$ cat src/rtl/spi_slave_regs.sv
// SPI mode-0 responder: oversamples SCLK/CS_n/MOSI in the clk domain and turns
// 32-bit {RW, addr[14:0], data[15:0]} frames into register-bus reads and writes.
module spi_slave_regs #(
    parameter int SYNC_STAGES = 2
) (
    input  logic        clk,
    input  logic        reset,
    input  logic        sclk,
    input  logic        cs_n,
    input  logic        mosi,
    output logic        miso,
    output logic        miso_oe,
    output logic [14:0] addr,
    output logic        rd_req,
    input  logic [15:0] rd_data,
    output logic [15:0] wr_data,
    output logic        wr_stb,
    output logic        busy,
    output logic        frame_err
);

    typedef enum logic [2:0] {IDLE, CMD, RLOAD, DATA, HOLD} state_e;

    state_e state_q, state_d;

    logic [SYNC_STAGES-1:0] sclk_sync_q, sclk_sync_d;
    logic [SYNC_STAGES-1:0] cs_sync_q, cs_sync_d;
    logic [SYNC_STAGES-1:0] mosi_sync_q, mosi_sync_d;
    logic [SYNC_STAGES-1:0] vld_q, vld_d;
    logic                   sclk_prev_q, sclk_prev_d;

    logic [5:0]  cnt_q, cnt_d;
    logic [15:0] rx_q, rx_d;
    logic [15:0] tx_q, tx_d;
    logic        rw_q, rw_d;
    logic [14:0] addr_q, addr_d;
    logic [15:0] wr_data_q, wr_data_d;
    logic        miso_q, miso_d;
    logic        rd_req_q, rd_req_d;
    logic        wr_stb_q, wr_stb_d;
    logic        frame_err_q, frame_err_d;
    logic        armed_q, armed_d;

    logic        sclk_s, cs_n_s, mosi_s;
    logic        sclk_rise, sclk_fall, cs_abort;
    logic [15:0] rx_next;

    assign sclk_s    = sclk_sync_q[SYNC_STAGES-1];
    assign cs_n_s    = cs_sync_q[SYNC_STAGES-1];
    assign mosi_s    = mosi_sync_q[SYNC_STAGES-1];
    assign sclk_rise = sclk_s & ~sclk_prev_q;
    assign sclk_fall = ~sclk_s & sclk_prev_q;
    assign cs_abort  = (state_q != IDLE) && cs_n_s;
    assign rx_next   = {rx_q[14:0], mosi_s};

    always_comb begin
        sclk_sync_d = {sclk_sync_q[SYNC_STAGES-2:0], sclk};
        cs_sync_d   = {cs_sync_q[SYNC_STAGES-2:0], cs_n};
        mosi_sync_d = {mosi_sync_q[SYNC_STAGES-2:0], mosi};
        vld_d       = {vld_q[SYNC_STAGES-2:0], 1'b1};
        sclk_prev_d = sclk_s;
    end

    // The CS_n chain resets high so the pad stays disabled; vld_q marks when the
    // chain holds real pin samples, so only a genuine high can arm the block.
    always_ff @(posedge clk or negedge reset) begin
        if (!reset) begin
            sclk_sync_q <= '0;
            cs_sync_q   <= '1;
            mosi_sync_q <= '0;
            vld_q       <= '0;
            sclk_prev_q <= 1'b0;
            state_q     <= IDLE;
            cnt_q       <= '0;
            rx_q        <= '0;
            tx_q        <= '0;
            rw_q        <= 1'b0;
            addr_q      <= '0;
            wr_data_q   <= '0;
            miso_q      <= 1'b0;
            rd_req_q    <= 1'b0;
            wr_stb_q    <= 1'b0;
            frame_err_q <= 1'b0;
            armed_q     <= 1'b0;
        end else begin
            sclk_sync_q <= sclk_sync_d;
            cs_sync_q   <= cs_sync_d;
            mosi_sync_q <= mosi_sync_d;
            vld_q       <= vld_d;
            sclk_prev_q <= sclk_prev_d;
            state_q     <= state_d;
            cnt_q       <= cnt_d;
            rx_q        <= rx_d;
            tx_q        <= tx_d;
            rw_q        <= rw_d;
            addr_q      <= addr_d;
            wr_data_q   <= wr_data_d;
            miso_q      <= miso_d;
            rd_req_q    <= rd_req_d;
            wr_stb_q    <= wr_stb_d;
            frame_err_q <= frame_err_d;
            armed_q     <= armed_d;
        end
    end

    always_comb begin
        state_d = state_q;
        unique case (state_q)
            IDLE:  if (armed_q && !cs_n_s) state_d = CMD;
            CMD:   if (sclk_rise && cnt_q == 6'd15) state_d = rx_next[15] ? RLOAD : DATA;
            RLOAD: if (!rd_req_q) state_d = DATA;
            DATA:  if (sclk_rise && cnt_q == 6'd31) state_d = HOLD;
            HOLD:  state_d = HOLD;
            default: state_d = IDLE;
        endcase
        if (cs_abort) state_d = IDLE;
    end

    // RLOAD spends the rd_req cycle waiting so rd_data is taken one clk later.
    always_comb begin
        cnt_d       = cnt_q;
        rx_d        = rx_q;
        tx_d        = tx_q;
        rw_d        = rw_q;
        addr_d      = addr_q;
        wr_data_d   = wr_data_q;
        miso_d      = miso_q;
        rd_req_d    = 1'b0;
        wr_stb_d    = 1'b0;
        frame_err_d = 1'b0;
        armed_d     = armed_q | (vld_q[SYNC_STAGES-1] & cs_n_s);
        if (cs_abort) begin
            cnt_d       = '0;
            rx_d        = '0;
            tx_d        = '0;
            miso_d      = 1'b0;
            frame_err_d = (cnt_q != 6'd0) && (cnt_q < 6'd32);
        end else begin
            unique case (state_q)
                IDLE: begin
                    cnt_d  = '0;
                    tx_d   = '0;
                    miso_d = 1'b0;
                end
                CMD: begin
                    if (sclk_rise) begin
                        rx_d  = rx_next;
                        cnt_d = cnt_q + 6'd1;
                        if (cnt_q == 6'd15) begin
                            addr_d   = rx_next[14:0];
                            rw_d     = rx_next[15];
                            rd_req_d = rx_next[15];
                        end
                    end
                end
                RLOAD: begin
                    if (!rd_req_q) tx_d = rd_data;
                end
                DATA: begin
                    if (sclk_fall) begin
                        miso_d = tx_q[15];
                        tx_d   = {tx_q[14:0], 1'b0};
                    end
                    if (sclk_rise) begin
                        rx_d  = rx_next;
                        cnt_d = cnt_q + 6'd1;
                        if (cnt_q == 6'd31 && !rw_q) begin
                            wr_data_d = rx_next;
                            wr_stb_d  = 1'b1;
                        end
                    end
                end
                HOLD: begin
                    miso_d = 1'b0;
                    cnt_d  = 6'd32;
                end
                default: cnt_d = '0;
            endcase
        end
    end

    always_comb begin
        miso      = miso_q;
        miso_oe   = ~cs_n_s;
        addr      = addr_q;
        rd_req    = rd_req_q;
        wr_data   = wr_data_q;
        wr_stb    = wr_stb_q;
        busy      = (state_q != IDLE);
        frame_err = frame_err_q;
    end

endmodule

$ cat config.mk
export PLATFORM = sky130hd
export DESIGN_NAME = spi_slave_regs
export DESIGN_NICKNAME = d
export VERILOG_FILES = /design/src/rtl/spi_slave_regs.sv
export SDC_FILE = /design/constraint.sdc
export NUM_CORES = 1
export LEC_CHECK = 0
export ABC_AREA = 1
export CAP_MARGIN = 5
export CORE_UTILIZATION = 50
export CTS_BUF_LIST = sky130_fd_sc_hd__clkbuf_4 sky130_fd_sc_hd__clkbuf_8
export CTS_CLUSTER_SIZE = 16
export DETAILED_ROUTE_END_ITERATION = 10
export GPL_TIMING_DRIVEN = 1
export HOLD_SLACK_MARGIN = 0.06
export PLACE_DENSITY = 0.78
export SYNTH_ARGS = -nofsm -noshare
export SYNTH_HDL_FRONTEND = slang
export SYNTH_SLANG_ARGS = --single-unit
$ cat constraint.sdc
create_clock -name clk -period 1.45 [get_ports clk]
set_input_delay 0.2175 -clock clk [delete_from_list [all_inputs] [get_ports clk]]
set_output_delay 0.2175 -clock clk [all_outputs]
set_load 0.1 [all_outputs]
# Word level (Yosys, flattened, before mapping)
# Index checks and enable logic that the tools add are counted.
[totals]
output_inout_bits = 37
latch_bits = 0
word_cells = 93
reg_bits = 86
romBits = 0
ram_bits = 0
n_memories = 0
[op_classes]
n_mul = 0
n_reduce_logical = 24
eq_ne = 13
add_sub_neg = 1
n_bitwise = 8
div_mod_pow = 0
order_cmp = 1
n_shift = 0
mux = 29
[ops]
columns = ["operator", "count"]
rows = [
  ["$mux 16", 3],
  ["$pmux 16 s3", 1],
  ["$mux 15", 3],
  ["$pmux 6 s3", 1],
  ["$mux 3", 5],
  ["$ne 3x3->1 const B", 5],
  ["$pmux 3 s5", 1],
  ["$mux 1", 12],
  ["$mux 6", 2],
  ["$reduce_and 4->1", 3],
  ["$add 6x1->6 const B", 1],
  ["$eq 3x2->1 const B", 2],
  ["$eq 6x4->1 const B", 1],
  ["$eq 6x5->1 const B", 1],
  ["$logic_and 1x1->1", 6],
  ["$lt 6x6->1 const B", 1],
  ["$reduce_and 2->1", 3],
  ["$reduce_bool 3->1", 2],
  ["$reduce_bool 6->1", 1],
  ["$not 1->1", 4],
  ["$reduce_bool 2->1", 2],
  ["$reduce_bool 4->1", 1],
  ["$reduce_or 2->1", 2],
  ["$and 1x1->1", 3],
  ["other kinds (9)", 10],
]

# Depth between registers and ports, before layout
[depth]
ltp_word = 6
ltp_mapped = 9

# Least setup slack after synthesis
# No wires, ideal clock.
[synth_path]
path_kind = "register -> register"
start = "reg state_q[0]"
end = "reg tx_q[10]"
period_less_slack_ns = 2.143
t_arrival_ns = 2.026
stages_incl_launch_ff = 10
setup_slack_ns = -0.693
t_required_ns = 1.333
path_cell_list = "dfrtp_1 > nor2_1 > nand2_1 > nand2_2 > nand2_1 > nand2_1 > nand2_2 > buf_4 > nand3_1 > nand2_1"
[synth_via]
elab_chain_len = 4
elab_cells_between_ends = 11
[synth_rtl]
columns = ["item", "line_no", "source"]
rows = [
  ["from (decl)", "24", "state_e state_q, state_d;"],
  ["from (signal assigned)", "91", "state_q <= state_d;"],
  ["$reduce_bool 3->1 (*)", "-", ""],
  ["net busy", "18", "output logic busy,"],
  ["$logic_and 1x1->1 (*)", "53", "assign cs_abort = (state_q != IDLE) && cs_n_s;"],
  ["$ne 3x3->1 (no line) or $reduce_bool 4->1 (tied branches)", "-", ""],
  ["$reduce_and 3->1 (no line)", "-", ""],
  ["to (signal assigned)", "94", "tx_q <= tx_d;"],
  ["to (decl)", "34", "logic [15:0] tx_q, tx_d;"],
]
# The timed path passes the listed nets; every way through them passes the cells marked *.
# A chain may end at the register's enable or synchronous reset.

# Worst setup path in the final report
[layout_path]
start = "reg cnt_q[1]"
end = "reg addr_q[1], in the netlist addr[1]"
[layout_via]
elab_chain_len = 2
[layout_rtl]
columns = ["item", "line_no", "source"]
rows = [
  ["from (decl)", "32", "logic [5:0] cnt_q, cnt_d;"],
  ["from (signal assigned)", "92", "cnt_q <= cnt_d;"],
  ["$eq 6x4->1", "149", "if (cnt_q == 6'd15) begin"],
  ["$reduce_and 4->1 (no line)", "-", ""],
  ["to (signal assigned)", "96", "addr_q <= addr_d;"],
  ["to (decl)", "36", "logic [14:0] addr_q, addr_d;"],
]
# No other way between the ends.

==> metrics <==
drt wl/cell 23.06 um; Synth Net Count 453; final non-filler cell total 651; warning count from the yosys run 0; CP endpoint kind register; Clock Sinks 86; gr usage total 0.3239; FP Rows 31; Vias 4129; WP data required 1.72 ns; Slew Viols, Final 0; largest net degree at the start of global routing 42; global-route wire length before repair 18510 um; violated checks negative setup slack; clock skew 0.01856 ns; share of layout cells above drive strength 1 0.4446; leading area contributor after synthesis dfrtp_1; Synth area leaders dfrtp_1 57%, nand2_1 11%, nand3_1 6.7%; cells after synthesis 430; Clock Path Buffers 2; routability cong. 0.9105; via-per-instance ratio 6.343; startpoint types register; Post-Syn Area 3719 sq um; period utilization 1.151; DP Wirelength 6220 um; Setup CP Type register to register; Max Cap Viol 0; Design Area, Final 6316 sq um; post-synth cell types 26; antenna viol nets, final 0; Cell Area, Placed 5045 sq um; top cell type's share of synthesized area 0.5653; Hold WC Path Type input port to asynchronous set/reset pin; Power Dens Cells 1483 nW/um^2; WP data arrival 1.94 ns; status complete, but fails checks; total gr overflow 0; Worst-Skew Late Latency 0.39 ns; Initial Util 0.5154; CTS clk-pin slew, worst paths 0.09 ns; PortBufs 57; core box area 7214 sq um; H-Tree Depth 3; final hold vios 0; crit path max fanout 9; vias in the first global route 3705; FF+latch count, synth 86; drt initial violations 535; Achievable Freq 599.4 MHz; die area 7786 sq um; sequential area share after synthesis 0.5794; # DRC 0; Ports 58; DIE WIDTH 88.24 um; initial antenna violation count 0; peak supply drop 0.7702 mV; Final setup viols 74; dpl ws -0.1093 ns; Final TNS setup -8.136 ns; # placed instances 599; CTS buffer count 9; final worst slack -0.2182 ns; area delta synth->final 69.85%; Final nets 569; CTS tree yes; CTS Root Cell clkbuf_8; synthesized area per cell 8.648 sq um; Tmin final 1.668 ns; Lkg Pwr 2.878 nW; total wire length 15010 um; Die Ht 88.24 um; RSZ-0062 raised after global routing true; drt pass-1 iters 6
-- critical path, cell delays in order, from the launching register on --
cell,delay (ns)
dfrtp_1,0.37
ha_2,0.21
nand2_4,0.07
nor2_4,0.16
nand4_1,0.15
buf_4,0.20
buf_12,0.14
o21ai_0,0.24
-- sequential cells by signal, summed over array words and instances, names as in the netlist --
signal and count:
frame_err 1, addr 15, wr_stb 1, cnt_q 6
rw_q 1, armed_q 1, miso 1, cs_sync_q 2
sclk_prev_q 1, wr_data 16, rx_q 15, mosi_sync_q 2
vld_q 2, state_q 3, tx_q 16, rd_req 1
sclk_sync_q 2
-- cell type report --
cell class	count	area (sq um)
sequential	86	2161
multi-input combinational	285	1892
timing repair buffer	126	1792
fill	301	898.4
inverter	38	160.2
clock buffer	9	123.9
tap	99	123.9
clock inverter	7	61.31
antenna	1	2.502
-- metal layers --
| metal | global-route usage | part of all wire |
|---|---|---|
| met5 | 0 | 0 |
| met4 | 0.2258 | 0.070 |
| met3 | 0.06530 | 0.089 |
| met2 | 0.5315 | 0.49 |
| met1 | 0.3843 | 0.35 |
-- power breakdown --
| part | leakage, nW | switching (mW) | internal (mW) | total (mW) |
|---|---|---|---|---|
| sequential | 1.15 | 0.299 | 2.70 | 3.00 |
| clock | 0.0892 | 1.02 | 0.659 | 1.68 |
| combinational | 1.64 | 2.83 | 1.87 | 4.69 |
| total | 2.88 | 4.15 | 5.22 | 9.37 |
-- synthesized netlist by cell type --
cell      number
inv_1         36
nor3_1         2
ha_1           2
dfrtp_1       84
nand3_1       50
xor2_1         2
conb_1         1
dfstp_2        2
buf_1          1
buf_2         11
a21oi_2        1
o21bai_1       2
a21oi_1       31
buf_4          2
o21ai_0       47
nand2_2        2
clkbuf_1       7
o21ai_1       11
nand2_1      111
inv_2          2
a311oi_1       1
nor2_2         2
a21o_1         1
nor2_1        14
nand4_1        4
nand3_2        1
-- path summary, 6_finish.rpt --
check / slack (ns) / start / endpoint / depth (start not counted)
setup / recovery: -0.22 / cnt_q[1] / addr[1] / 7
hold / removal: 0.22 / reset / cnt_q[1] / 2
setup reg to reg: -0.22 / cnt_q[1] / addr[1] / 7
hold reg to reg: 0.36 / cs_sync_q[0] / cs_sync_q[1] / 0
max in group asynchronous: 0.66 / reset / cs_sync_q[0] / 3
min in group clk: 0.24 / cs_n / cs_sync_q[0] / 1
-- through the flow --
step           power, mW  utilization  hold WS, ns
2_1_floorplan      4.620            -     -0.07809
3_3_place_gp       5.565       0.6993      0.06649
3_5_place_dp       5.658       0.6993      0.06678
4_1_cts            7.873       0.7941       0.2159
5_1_grt            9.651       0.8751       0.2317
6_report           9.368       0.8755       0.2199
-- cell usage in the layout, fill, tap and decap left out, drive strengths merged --
cell | Yosys | final
a21o | 1 | 1
a21oi | 32 | 32
a311oi | 1 | 1
buf | 14 | 104
clkbuf | 7 | 11
clkdlybuf4s50 | 0 | 19
clkinvlp | 0 | 2
conb | 1 | 1
dfrtp | 84 | 84
dfstp | 2 | 2
diode | 0 | 1
dlygate4sd3 | 0 | 1
ha | 2 | 2
inv | 38 | 43
nand2 | 113 | 113
nand3 | 51 | 51
nand4 | 4 | 4
nor2 | 16 | 16
nor3 | 2 | 2
o21ai | 58 | 58
o21bai | 2 | 2
xor2 | 2 | 2
-- cell families after synthesis --
group,synth area share
buffers and inverters,0.06528
AOI/OAI and AO/OA,0.1306
other,0.001008
adders and majority gates,0.006728
and+or+nand+nor,0.2123
DFF,0.5794
xor gates and xnor gates,0.004711
-- what timing repair did --
| item | 4_1_cts | 5_1_grt |
|---|---|---|
| pin swaps | 12 | 39 |
| endpoints found under the setup margin | 71 | 77 |
| buffers inserted | 18 | 10 |
| resized for setup | 55 | 157 |
| hold buffers | 1 | 0 |
| endpoints found under the hold margin | 84 | 0 |
| gates cloned | 7 | 2 |
(Power assumes the default switching activity.)
